$ cat src/rtl/game_flow_ctrl.sv
// Pinball game flow controller: start/pause, respawn delay, levels, lives, saturating score, game over and win.
// Optional build macro GAME_FLOW_BAD_HIT_LIFE_EN makes a bad hit cost a life instead of a point.
module game_flow_ctrl #(
    parameter int NUM_LEVELS     = 4,
    parameter int NUM_LIVES      = 3,
    parameter int HITS_PER_LEVEL = 3,
    parameter int RESPAWN_FRAMES = 60,
    parameter int SCORE_W        = 4,
    parameter int LEVEL_W        = 4,
    parameter int LIFE_W         = 4
) (
    input  logic               clk,
    input  logic               resetN,
    input  logic               startOfFrame,
    input  logic               key5IsPressed,
    input  logic               collisionSmileyBorderBottom,
    input  logic               collisionSmileyObstacleGood,
    input  logic               collisionSmileyObstacleBad,
    output logic               pause,
    output logic               reset_level,
    output logic [SCORE_W-1:0] score,
    output logic [LEVEL_W-1:0] level,
    output logic [LIFE_W-1:0]  life,
    output logic               game_over,
    output logic               game_won
);

    localparam int HIT_W   = $clog2(HITS_PER_LEVEL + 1);
    localparam int FRAME_W = $clog2(RESPAWN_FRAMES + 1);

    localparam logic [SCORE_W-1:0] SCORE_MAX  = '1;
    localparam logic [LEVEL_W-1:0] LAST_LEVEL = LEVEL_W'(NUM_LEVELS - 1);
    localparam logic [LIFE_W-1:0]  FULL_LIFE  = LIFE_W'(NUM_LIVES);
    localparam logic [HIT_W-1:0]   LAST_HIT   = HIT_W'(HITS_PER_LEVEL - 1);
    localparam logic [FRAME_W-1:0] LAST_FRAME = FRAME_W'(RESPAWN_FRAMES - 1);

    typedef enum logic [2:0] {
        IDLE,
        PLAY,
        PAUSED,
        RESPAWN,
        GAME_OVER,
        WIN
    } state_t;

    state_t             state;
    logic [HIT_W-1:0]   hit_cnt;
    logic [FRAME_W-1:0] frame_cnt;
    logic               key_prev;
    logic               arm_bottom;
    logic               arm_good;
    logic               arm_bad;

    logic key_edge;
    logic fire_bottom;
    logic fire_good;
    logic fire_bad;
    logic act_good;
    logic act_bad;
    logic lose_life;
    logic bad_dec;

    // Output pattern {pause, reset_level, game_over, game_won} for the state being entered.
    function automatic logic [3:0] state_outs(state_t s);
        case (s)
            IDLE:      return 4'b1100;
            PLAY:      return 4'b0000;
            PAUSED:    return 4'b1000;
            RESPAWN:   return 4'b1100;
            GAME_OVER: return 4'b1010;
            WIN:       return 4'b1001;
            default:   return 4'b1100;
        endcase
    endfunction

    assign key_edge    = key5IsPressed & ~key_prev;
    assign fire_bottom = collisionSmileyBorderBottom & arm_bottom;
    assign fire_bad    = collisionSmileyObstacleBad & arm_bad;
    assign fire_good   = collisionSmileyObstacleGood & arm_good;
    assign act_bad     = fire_bad & ~fire_bottom;
    assign act_good    = fire_good & ~fire_bottom & ~fire_bad;

`ifdef GAME_FLOW_BAD_HIT_LIFE_EN
    assign lose_life = fire_bottom | act_bad;
    assign bad_dec   = 1'b0;
`else
    assign lose_life = fire_bottom;
    assign bad_dec   = act_bad;
`endif

    always_ff @(posedge clk or negedge resetN) begin
        if (!resetN) begin
            state       <= IDLE;
            pause       <= 1'b1;
            reset_level <= 1'b1;
            game_over   <= 1'b0;
            game_won    <= 1'b0;
            score       <= '0;
            level       <= '0;
            life        <= FULL_LIFE;
            hit_cnt     <= '0;
            frame_cnt   <= '0;
            key_prev    <= 1'b0;
            arm_bottom  <= 1'b1;
            arm_good    <= 1'b1;
            arm_bad     <= 1'b1;
        end else begin
            key_prev <= key5IsPressed;
            // A firing clears its arm, but a coincident frame start wins so the arm ends up set.
            arm_bottom <= startOfFrame | (arm_bottom & ~collisionSmileyBorderBottom);
            arm_good   <= startOfFrame | (arm_good & ~collisionSmileyObstacleGood);
            arm_bad    <= startOfFrame | (arm_bad & ~collisionSmileyObstacleBad);

            case (state)
                IDLE: begin
                    if (key_edge) begin
                        state <= PLAY;
                        {pause, reset_level, game_over, game_won} <= state_outs(PLAY);
                    end
                end

                PLAY: begin
                    if (key_edge) begin
                        state <= PAUSED;
                        {pause, reset_level, game_over, game_won} <= state_outs(PAUSED);
                    end else if (lose_life) begin
                        life <= life - 1'b1;
                        if (life == LIFE_W'(1)) begin
                            state <= GAME_OVER;
                            {pause, reset_level, game_over, game_won} <= state_outs(GAME_OVER);
                        end else begin
                            state     <= RESPAWN;
                            frame_cnt <= '0;
                            {pause, reset_level, game_over, game_won} <= state_outs(RESPAWN);
                        end
                    end else if (act_good) begin
                        if (score != SCORE_MAX) begin
                            score <= score + 1'b1;
                        end
                        if (hit_cnt == LAST_HIT) begin
                            hit_cnt <= '0;
                            if (level == LAST_LEVEL) begin
                                state <= WIN;
                                {pause, reset_level, game_over, game_won} <= state_outs(WIN);
                            end else begin
                                level     <= level + 1'b1;
                                state     <= RESPAWN;
                                frame_cnt <= '0;
                                {pause, reset_level, game_over, game_won} <= state_outs(RESPAWN);
                            end
                        end else begin
                            hit_cnt <= hit_cnt + 1'b1;
                        end
                    end else if (bad_dec) begin
                        if (score != '0) begin
                            score <= score - 1'b1;
                        end
                    end
                end

                PAUSED: begin
                    if (key_edge) begin
                        state <= PLAY;
                        {pause, reset_level, game_over, game_won} <= state_outs(PLAY);
                    end
                end

                RESPAWN: begin
                    if (startOfFrame) begin
                        if (frame_cnt == LAST_FRAME) begin
                            frame_cnt <= '0;
                            state     <= PLAY;
                            {pause, reset_level, game_over, game_won} <= state_outs(PLAY);
                        end else begin
                            frame_cnt <= frame_cnt + 1'b1;
                        end
                    end
                end

                GAME_OVER, WIN: begin
                    if (key_edge) begin
                        state   <= IDLE;
                        score   <= '0;
                        level   <= '0;
                        life    <= FULL_LIFE;
                        hit_cnt <= '0;
                        {pause, reset_level, game_over, game_won} <= state_outs(IDLE);
                    end
                end

                default: begin
                    state <= IDLE;
                    {pause, reset_level, game_over, game_won} <= state_outs(IDLE);
                end
            endcase
        end
    end

endmodule

$ cat config.mk
export PLATFORM = sky130hd
export DESIGN_NAME = game_flow_ctrl
export DESIGN_NICKNAME = d
export VERILOG_FILES = /design/src/rtl/game_flow_ctrl.sv
export SDC_FILE = /design/constraint.sdc
export NUM_CORES = 1
export LEC_CHECK = 0
export BUFFER_PORTS_ARGS = -buffer_cell sky130_fd_sc_hd__buf_4
export CAP_MARGIN = 20
export CORE_ASPECT_RATIO = 1.25
export CORE_UTILIZATION = 59
export CTS_BUF_LIST = sky130_fd_sc_hd__clkbuf_4 sky130_fd_sc_hd__clkbuf_8
export DETAILED_ROUTE_END_ITERATION = 16
export PLACE_DENSITY_LB_ADDON = 0.2
export RECOVER_POWER = 100
export SLEW_MARGIN = 5
export SYNTH_ARGS = -nofsm -noshare
export SYNTH_HDL_FRONTEND = slang
export SYNTH_SLANG_ARGS = --single-unit
export TNS_END_PERCENT = 100
$ cat constraint.sdc
create_clock -name clk -period 2.94 [get_ports clk]
set_input_delay 0.147 -clock clk [delete_from_list [all_inputs] [get_ports clk]]
set_output_delay 0.147 -clock clk [all_outputs]
set_load 0.005 [all_outputs]
==> results of run 1 <==
-- per-stage QoR --
step | hold slack (ps) | util (%) | total power (uW)
finish | 90.85 | 71.23 | 1897
detailed placement | 101.7 | 67.92 | 1605
floorplan | -148.6 | - | 1314
CTS | 94.40 | 72.13 | 1921
global placement | 98.37 | 67.92 | 1567
global route | 95.59 | 71.23 | 2056
-- cells in the final DEF (no fill, tap or decap), types with 3 or more instances in the layout --
cell	instances
nor2_1	6
dfstp_1	5
clkbuf_1	3
ha_1	6
or3_1	3
nand2_1	20
buf_4	7
dfrtp_1	24
o21ai_0	16
nand4_1	6
mux2i_1	3
a21o_1	3
dlygate4sd3_1	5
a22o_1	4
o211ai_1	3
a31oi_1	3
nor4_1	4
inv_1	12
o41ai_1	3
mux2_2	3
nor2b_1	5
a21oi_1	3
nand3_1	13
o31ai_1	6
clkbuf_4	19
-- path summary, 6_finish.rpt --
| path | endpoint | slack (ps) | from | cells after the start |
|---|---|---|---|---|
| setup / recovery | score[3] | 480 | collisionSmileyObstacleBad | 10 |
| hold / removal | arm_bad | 90 | startOfFrame | 3 |
| setup reg to reg | score[3] | 530 | arm_good | 8 |
| hold reg to reg | reset_level | 480 | reset_level | 2 |
| max in group asynchronous | frame_cnt[3] | 1220 | resetN | 2 |
| min in group asynchronous | state[1] | 760 | resetN | 2 |
-- final cells by class --
type / instances / area, sq um
multi-input combinational: 141 / 919.6
fill: 243 / 839.6
sequential: 31 / 784.5
timing repair buffer: 28 / 211.5
clock buffer: 8 / 72.57
inverter: 12 / 45.04
tap: 36 / 45.04
-- registers in the layout (all words and copies together), names as in the netlist --
register / cells
frame_cnt: 6
level: 4
life: 4
score: 4
state: 3
hit_cnt: 2
arm_bad: 1
arm_bottom: 1
arm_good: 1
game_over: 1
game_won: 1
key_prev: 1
pause: 1
reset_level: 1
-- worst reg2reg max path, stage by stage (launching register included) --
cell and delay (ps):
dfstp_1 540, nand2_1 100, or3_1 460, ha_1 380
a31oi_1 110, nor4_1 180, a31oi_1 80, or3_1 320
o211ai_1 150
-- cell families after synthesis --
| kind of cell | count (synthesis) |
|---|---|
| buf+inv | 19 |
| fa+ha+maj | 6 |
| compound gates | 54 |
| xor+xnor | 3 |
| simple gates | 72 |
| mux | 6 |
| flops | 31 |
-- timing repair --
item | CTS | global route
gates resized for setup | 0 | 0
hold buffers | 5 | 0
hold endpoints to repair | 28 | 0
-- metal layers --
metal  vias to the layer above  part of all wire, %  GRT usage, %
li1                        761                    -             -
met1                       785                   43         35.55
met2                        46                   51         48.70
met3                         8                  4.3         8.333
met4                         0                  1.8         14.19
met5                         -                    0             0
-- power groups by stage --
stage                     logic [uW]  registers, uW  clock network (uW)
final                            837            750                 309
after global routing             946            779                 331
after CTS                        854            756                 311
after detailed placement         843            762                   0
after global placement           816            750                   0
after floorplan                  609            705                   0
==> summary.md, run 1 <==
| Metric | Value |
|---|---|
| Outcome | `finished with violations` |
| DR iter-0 viols | `85` |
| Vias in the first global route | `1636` |
| DR pass1 iterations | `4` |
| Die Width | `51.39 um` |
| Max-cap violations | `1` |
| Cell family with most CP delay | `simple AND/OR/NAND/NOR gates` |
| Clock Path Buffers | `2` |
| Worst-path fanout max | `8` |
| Xor/xnor share of the synthesized area | `1.460%` |
| Power Dens Cells | `912.6 nW/um^2` |
| Top Ports | `23` |
| Slowest-stage cell, CP | `dlygate4sd3_1` |
| Syn_area_per_cell | `9.420 sq um` |
| Synth Warn # | `0` |
| Slew at the pin with the worst max-slew slack | `1659 ps` |
| Syn Inst Count | `191` |
| Worst Path Buf+Inv | `2` |
| Most common cell in the netlist | `dfrtp_1` |
| Startpoint Class | `input port` |
| VDD IR max | `0.0007009 V` |
| Die Ht | `63.74 um` |
| Reg power frac | `39.6%` |
| Post-synthesis adder-cell area fraction | `4.172%` |
| Core Area | `2918 sq um` |
| Placed cells | `243` |
| Critical Path Max Stage Delay | `530 ps` |
| Final nets | `232` |
| Clk pin slew, worst setup/hold paths | `110 ps` |
| RSZ-0062 raised after global routing | `no` |
| Tot GR Track Use | `29.86%` |
| Htree depth | `2` |
| Placed Area | `1982 sq um` |
| Total grt overflow | `0` |
| Routed Antenna Nets | `0` |
| # setup viols final | `0` |
| Logic pwr share | `44.1%` |
| Initial Utilization | `61.66%` |
| Flops & latches, synth | `31` |
| Synth top cells by count | `dfrtp_1, nand2_1, o21ai_0` |
| Rel. slew slack | `-10.58%` |
| Clock Latency Late Sink | `350 ps` |
| Asr flop ratio synth | `100.0%` |
| Failing checks | `max-capacitance violations, max-slew violations` |
| DR vias/cell | `6.250` |
| Post-detail-place hpwl | `2975 um` |
| DR WL/cell | `16.38 um` |
| Setup WS pre-CTS | `672.6 ps` |
| CP Capture Type | `register` |
| Synthesized area | `1799 sq um` |
| Vias | `1600` |
| Number of library cell types mapped by synthesis | `48` |
| CTS Root Cell | `clkbuf_4` |
| Synth area leaders | `dfrtp_1, dfstp_2, o21ai_0, ha_1, nand2_1` |
| Crit path DAT | `2740 ps` |
| Ys flop type | `dfrtp_1` |
| Sequential share of the synthesized area | `43.60%` |
| Cell taking the most area after synthesis | `dfrtp_1` |
| First-pass GRT wire length | `7314 um` |
| Simple logic cell fraction of the synthesized area | `21.35%` |
| Final max-slew violation count | `32` |
| Full die area | `3276 sq um` |
| N_diodes | `0` |
| Synth top area share | `33.38%` |
| Clock network fraction of total power | `16.3%` |
| Synth-to-layout area growth | `15.51%` |
| Post-Syn Nets | `204` |
| Main combinational cell family by area after synthesis | `compound AO/OA/AOI/OAI gates` |
| Total routed wirelength | `4194 um` |
| Post-CTS Setup Inserts | `0` |
| Proportion of synthesized area in mux cells | `3.547%` |
| Routability congestion estimate | `0.9681` |
| FMAX | `405.8 MHz` |
| CTS tree | `yes` |
| Switching Power | `772.2 uW` |
| Crit path time final | `2464 ps` |
| CTS buffer count | `5` |
| Final period utilization | `83.81%` |
| # rows | `22` |
| Worst EP required | `3220 ps` |
| EDFF count, synth | `0` |
| Antenna violations before repair | `0` |
| Fin area | `2078 sq um` |
| Port Buf Inserts | `22` |
| Clock Skew | `11.27 ps` |
| HP Class | `in -> reg` |
| Static leakage | `0.0009244 uW` |
| Sw frac | `40.72%` |
| Crit Path Class | `in -> reg` |
| Post-synthesis compound-gate area fraction | `21.42%` |
| Worst Setup Slack, final | `475.9 ps` |
| CP Cell Sequence | `dlygate4sd3_1, buf_4, and2_1, or3_1, ha_1, a31oi_1, nor4_1, a31oi_1, or3_1, o211ai_1` |
| Layout cells sized above 1 | `17.27%` |
| Endpoints failing hold | `0` |
| Final Non-Filler Cells | `256` |
| CTS sink count | `31` |
| TNS Setup | `0 ps` |
| Internal power | `1124 uW` |
| Largest net degree at the start of global routing | `32` |
| DRC | `0` |
Power figures use the tool's default switching activity.
==> run 2, diff against run 1 <==
- CORE_UTILIZATION: 59 -> 54
- clock period: 2.94 -> 2.1 ns (I/O delays scaled with it)
==> run 2 against run 1 <==
Cell area grew 11%. Wire length grew 12%. The flow finishes with violations (max-capacitance violations, max-slew violations, negative setup slack). Register-to-register slack lost 620 ps. Cell count grew 8.6%.
==> summary.md, run 2 (synthesis results as in run 1) <==
| Metric | Value |
|---|---|
| Tot GR Track Use | `29.88% (about the same)` |
| Logic pwr share | `49.3% (+5.2 points)` |
| Htree depth | `2 (unchanged)` |
| Antenna violations before repair | `0 (unchanged)` |
| CTS buffer count | `5 (unchanged)` |
| Max-cap violations | `1 (unchanged)` |
| CP Cell Sequence | `nand2_2, or3_4, ha_4, a31oi_1, nor4_1, a31oi_1, or3_1, o211ai_1` |
| Top Ports | `23 (unchanged)` |
| Setup WS pre-CTS | `-141.3 ps (-813.9 ps)` |
| Worst Hold Slack | `87.30 ps (-3.554 ps)` |
| Clock network fraction of total power | `17.2% (+0.9 points)` |
| Critical Path Max Stage Delay | `540 ps (about the same)` |
| Static leakage | `0.001060 uW (+15%)` |
| Max reg flops | `6 (unchanged)` |
| DR vias/cell | `6.155 (-1.5%)` |
| HP Class | `in -> reg` |
| Worst-path fanout max | `6 (-2)` |
| VDD IR max | `0.0009733 V (+39%)` |
| Placed cells | `262 (+7.8%)` |
| Switching Power | `1175 uW (+52%)` |
| Slowest-stage cell, CP | `dfstp_2` |
| Die Ht | `66.54 um (+4.4%)` |
| DRC | `0 (unchanged)` |
| Clk pin slew, worst setup/hold paths | `60 ps (-50 ps)` |
| N_diodes | `0 (unchanged)` |
| Commonest cells after routing, fill and taps aside | `buf_4, dfrtp_1, nand2_1, o21ai_0, nand3_1` |
| Worst EP required | `2300 ps (-920 ps)` |
| Worst Path Buf+Inv | `0 (-2)` |
| Commonest non-fill, non-tap cell in the layout | `buf_4` |
| # setup viols final | `6 (+6)` |
| Power Dens Cells | `1322 nW/um^2 (+45%)` |
| Final period utilization | `104.4%` |
| Core Area | `3194 sq um (+9.5%)` |
| Startpoint Class | `register` |
| Final nets | `253 (+9.1%)` |
| DR iter-0 viols | `83 (-2.4%)` |
| Final Non-Filler Cells | `278 (+8.6%)` |
| Rel. slew slack | `-11.16% (-0.58 points)` |
| # rows | `23 (+4.5%)` |
| Sw frac | `38.36% (-2.4 points)` |
| Reg power frac | `33.6% (-6.0 points)` |
| Failing checks | `max-capacitance violations, max-slew violations, negative setup slack` |
| Placed Area | `2118 sq um (+6.9%)` |
| CTS tree | `yes` |
| Total routed wirelength | `4709 um (+12%)` |
| Largest net degree at the start of global routing | `32 (unchanged)` |
| Layout cells sized above 1 | `30.71% (+13 points)` |
| Vias in the first global route | `1714 (+4.8%)` |
| CTS Root Cell | `clkbuf_8` |
| Cell family with most CP delay | `simple AND/OR/NAND/NOR gates` |
| Final max-slew violation count | `32 (unchanged)` |
| Vias | `1711 (+6.9%)` |
| FMAX | `456.1 MHz` |
| Full die area | `3568 sq um (+8.9%)` |
| Slew at the pin with the worst max-slew slack | `1667 ps (+8.735 ps)` |
| Routed Antenna Nets | `0 (unchanged)` |
| Worst Setup Slack, final | `-92.60 ps (-568.5 ps)` |
| Final Util | `72.54% (+1.3 points)` |
| Synth-to-layout area growth | `28.79%` |
| Internal power | `1889 uW (+68%)` |
| Most frequent CP cell | `a31oi_1` |
| Crit path DAT | `2390 ps (-350 ps)` |
| Post-detail-place hpwl | `3365 um (+13%)` |
| DR pass1 iterations | `4 (unchanged)` |
| Top reg by flops | `frame_cnt` |
| Port Buf Inserts | `22 (unchanged)` |
| First-pass GRT wire length | `7576 um (+3.6%)` |
| Routability congestion estimate | `0.9317 (-3.8%)` |
| Die Width | `53.63 um (+4.4%)` |
| Clock Path Buffers | `2 (unchanged)` |
| RSZ-0062 raised after global routing | `yes` |
| Initial Utilization | `56.33% (-5.3 points)` |
| Fin area | `2317 sq um (+11%)` |
| CTS sink count | `31 (unchanged)` |
| Clock Skew | `4.820 ps (-6.447 ps)` |
| Crit path time final | `2193 ps` |
| Clock Latency Late Sink | `280 ps (-70 ps)` |
| CP Capture Type | `register` |
| Outcome | `finished with violations` |
| Endpoints failing hold | `0 (unchanged)` |
| Total grt overflow | `0 (unchanged)` |
| Crit Path Class | `reg -> reg` |
| DR WL/cell | `16.94 um (+3.4%)` |
## run 2: cell count changes in the layout (fill, tap and decap cells not counted), sizes merged
cell    change
buf        +24
clkbuf      -3
## run 2: through the flow
step                      TNS (ps)  total power [uW]
final                       -162.5              3064
after global routing         -2036              3275
after CTS                   -95.61              3057
after detailed placement    -198.8              2428
after global placement           0              2332
after floorplan             -69.30              1840
## run 2: cell type report
type	count	area, sq um
sequential	31	784.5
fill	229	877.1
timing repair buffer	49	372.9
tap	37	46.29
inverter	12	45.04
clock buffer	8	103.9
multi-input combinational	141	964.7
## run 2: path summary, 6_finish.rpt
| check | from | end | cells after the start | slack, ps |
|---|---|---|---|---|
| worst max-delay path | arm_good | score[3] | 8 | -90 |
| worst min-delay path | startOfFrame | arm_bad | 3 | 90 |
| worst max register to register | arm_good | score[3] | 8 | -90 |
| worst min register to register | arm_bad | arm_bad | 2 | 480 |
| max in group asynchronous | resetN | game_won | 2 | 330 |
| min in group asynchronous | resetN | frame_cnt[4] | 2 | 800 |
## run 2: what timing repair did
item	4_1_cts	5_1_grt
pin swaps	1	3
hold buffers	5	0
gates resized for setup	3	3
endpoints found under the setup margin	2	13
hold endpoints to repair	28	0
buffers inserted	3	0
## run 2: worst reg2reg max path, stage by stage (launching register included)
cell      delay (ps)
dfstp_2          540
nand2_2           60
or3_4            380
ha_4             290
a31oi_1           60
nor4_1           180
a31oi_1          100
or3_1            330
o211ai_1         170
## run 2: layer usage
layer  routed length, um  track usage, %  up-vias
met5                   0               0        -
met4                  87           11.18        0
met3                 145           7.078       10
met2                2614           54.69       42
met1                1862           31.92      853
li1                    -               -      806
## run 2: power by group through the flow
stage / clock network (uW) / registers [uW] / logic [uW]
final: 526 / 1030 / 1510
after global placement: 0 / 1000 / 1330
after floorplan: 0 / 987 / 853
after global routing: 564 / 1050 / 1660
after CTS: 540 / 1020 / 1500
after detailed placement: 0 / 1020 / 1410
==> run 3, diff against run 2 <==
- SKIP_CTS_REPAIR_TIMING: unset -> 1
==> run 3 against run 2 <==
The run ends with negative hold slack, max-capacitance violations, max-slew violations, negative setup slack left. Cell count down 1.1%. Cell area about the same. Wire length up 0.45%. Register-to-register slack worse by 96 ps. Critical path type unchanged.
==> summary.md, run 3 (synthesis results as in run 1) <==
| Metric | Value |
|---|---|
| Static leakage | `0.001056 uW (-0.39%)` |
| Initial Utilization | `56.33% (unchanged)` |
| Worst Path Buf+Inv | `0 (unchanged)` |
| Worst Setup Slack, final | `-188.7 ps (-96.09 ps)` |
| Placed Area | `2118 sq um (unchanged)` |
| R2r startpoint | `arm_good` |
| Failing checks | `negative hold slack, max-capacitance violations, max-slew violations, negative setup slack` |
| DR WL/cell | `17.20 um (+1.5%)` |
| Clock Latency Late Sink | `280 ps (about the same)` |
| Worst Hold Launch | `collisionSmileyObstacleGood` |
| Routed Antenna Nets | `0 (unchanged)` |
| Port Buf Inserts | `22 (unchanged)` |
| Routability congestion estimate | `0.9317 (unchanged)` |
| Core Area | `3194 sq um (unchanged)` |
| Critical Path Source | `arm_good` |
| Total grt overflow | `0 (unchanged)` |
| Final nets | `250 (-1.2%)` |
| Max-cap violations | `1 (unchanged)` |
| Worst Hold Slack | `-15.11 ps (-102.4 ps)` |
| Clk pin slew, worst setup/hold paths | `60 ps (about the same)` |
| Largest net degree at the start of global routing | `32 (unchanged)` |
| Crit Path Class | `reg -> reg` |
| Tot GR Track Use | `28.54% (-1.3 points)` |
| Top reg by flops | `frame_cnt` |
| CTS buffer count | `5 (unchanged)` |
| Power Dens Cells | `1336 nW/um^2 (+1.0%)` |
| Die Width | `53.63 um (unchanged)` |
| Critical Path Max Stage Delay | `540 ps (about the same)` |
| Reg2Reg Depth | `8 (unchanged)` |
| Slew at the pin with the worst max-slew slack | `1682 ps (+14.97 ps)` |
| DR vias/cell | `6.291 (+2.2%)` |
| N_diodes | `0 (unchanged)` |
| Slowest-stage cell, CP | `dfstp_2` |
| Final max-slew violation count | `32 (unchanged)` |
| Crit path DAT | `2490 ps (+100 ps)` |
| WHS Path Cells | `2 (-1)` |
| # rows | `23 (unchanged)` |
| RSZ-0062 raised after global routing | `yes` |
| Startpoint Class | `register` |
| Commonest non-fill, non-tap cell in the layout | `buf_4` |
| DR iter-0 viols | `72 (-13%)` |
| Worst-path fanout max | `6 (unchanged)` |
| Layout cells sized above 1 | `31.51% (+0.81 points)` |
| Stages on worst setup path | `8 (unchanged)` |
| Clock Path Buffers | `2 (unchanged)` |
| CP Capture Type | `register` |
| Synth-to-layout area growth | `28.86% (about the same)` |
| CP Cell Sequence | `nand2_2, or3_4, ha_4, a31oi_4, nor4_2, a31oi_1, or3_1, o211ai_1` |
| Die Ht | `66.54 um (unchanged)` |
| DR pass1 iterations | `5 (+1)` |
| Max reg flops | `6 (unchanged)` |
| Reg2reg end | `score[3]` |
| CTS Root Cell | `clkbuf_8` |
| Post-detail-place hpwl | `3365 um (unchanged)` |
| Final period utilization | `109.0% (+4.6 points)` |
| Endpoints failing hold | `1 (+1)` |
| Clock Skew | `5.687 ps (+0.8665 ps)` |
| CTS tree | `yes` |
| Fin area | `2318 sq um (about the same)` |
| Top Ports | `23 (unchanged)` |
| Vias | `1730 (+1.1%)` |
| FMAX | `436.9 MHz (-4.2%)` |
| Crit path to | `score[3]` |
| Worst reg-to-reg setup slack | `-190 ps (-100 ps)` |
| Full die area | `3568 sq um (unchanged)` |
| HP Class | `in -> reg` |
| Rel. slew slack | `-12.16% (-1.0 points)` |
| First-pass GRT wire length | `7245 um (-4.4%)` |
| Htree depth | `2 (unchanged)` |
| Cell family with most CP delay | `simple AND/OR/NAND/NOR gates` |
| DRC | `0 (unchanged)` |
| Worst EP required | `2300 ps (about the same)` |
| Outcome | `finished with violations` |
| Vias in the first global route | `1639 (-4.4%)` |
| Setup WS pre-CTS | `-141.3 ps (unchanged)` |
| # setup viols final | `1 (-5)` |
| VDD IR max | `0.0009878 V (+1.5%)` |
| Total routed wirelength | `4730 um (+0.45%)` |
| CTS sink count | `31 (unchanged)` |
| Antenna violations before repair | `0 (unchanged)` |
| Crit path time final | `2289 ps (+96.09 ps)` |
| Commonest cells after routing, fill and taps aside | `buf_4, dfrtp_1, nand2_1, o21ai_0` |
run 3: how the worst min path moves through the flow:
stage	endpoint	slack [ps]
after detailed placement	score[3]	60
final	arm_good	-20
after floorplan	frame_cnt[0]	-190
after global routing	arm_good	-4
after global placement	score[3]	50
after CTS	score[3]	-250
run 3: metrics by stage:
| step | hold slack (ps) | cells | setup TNS, ps | utilization [%] | power (uW) |
|---|---|---|---|---|---|
| 2_1_floorplan | -190.6 | 191 | -69.30 | - | 1840 |
| 3_3_place_gp | 54.40 | 262 | 0 | 66.31 | 2332 |
| 5_1_grt | -4.482 | 275 | -1404 | 72.58 | 3297 |
| 4_1_cts | -249.2 | 270 | -245.1 | 69.57 | 2975 |
| 3_5_place_dp | 62.26 | 262 | -198.8 | 66.31 | 2428 |
| 6_report | -15.11 | 275 | -188.7 | 72.58 | 3096 |
run 3: power by group:
part           total [uW]  switching (uW)  internal, uW  leakage (uW)
Clock                 528             216           312     0.0000549
Combinational        1530             763           767      0.000624
Sequential           1040             222           816      0.000377
run 3: cell type report:
class	instances	area (sq um)
clock buffers	8	103.9
repair buffers	46	347.8
well taps	37	46.29
fillers	231	875.8
flip-flops and latches	31	784.5
inverters	12	45.04
multi-input cells	141	991.0
run 3: metal layers:
layer / track usage, % / vias to the layer above / wire length, um
met4: 10.53 / 0 / 95
met3: 6.849 / 13 / 180
met5: 0 / - / 0
met1: 30.13 / 858 / 1885
met2: 52.66 / 59 / 2569
li1: - / 800 / -
run 3: worst register-to-register path, stage by stage (launching register included):
cell and delay (ps):
dfstp_2 540, nand2_2 60, or3_4 380, ha_4 310, a31oi_4 70, nor4_2 240, a31oi_1 100, or3_1 330
o211ai_1 170
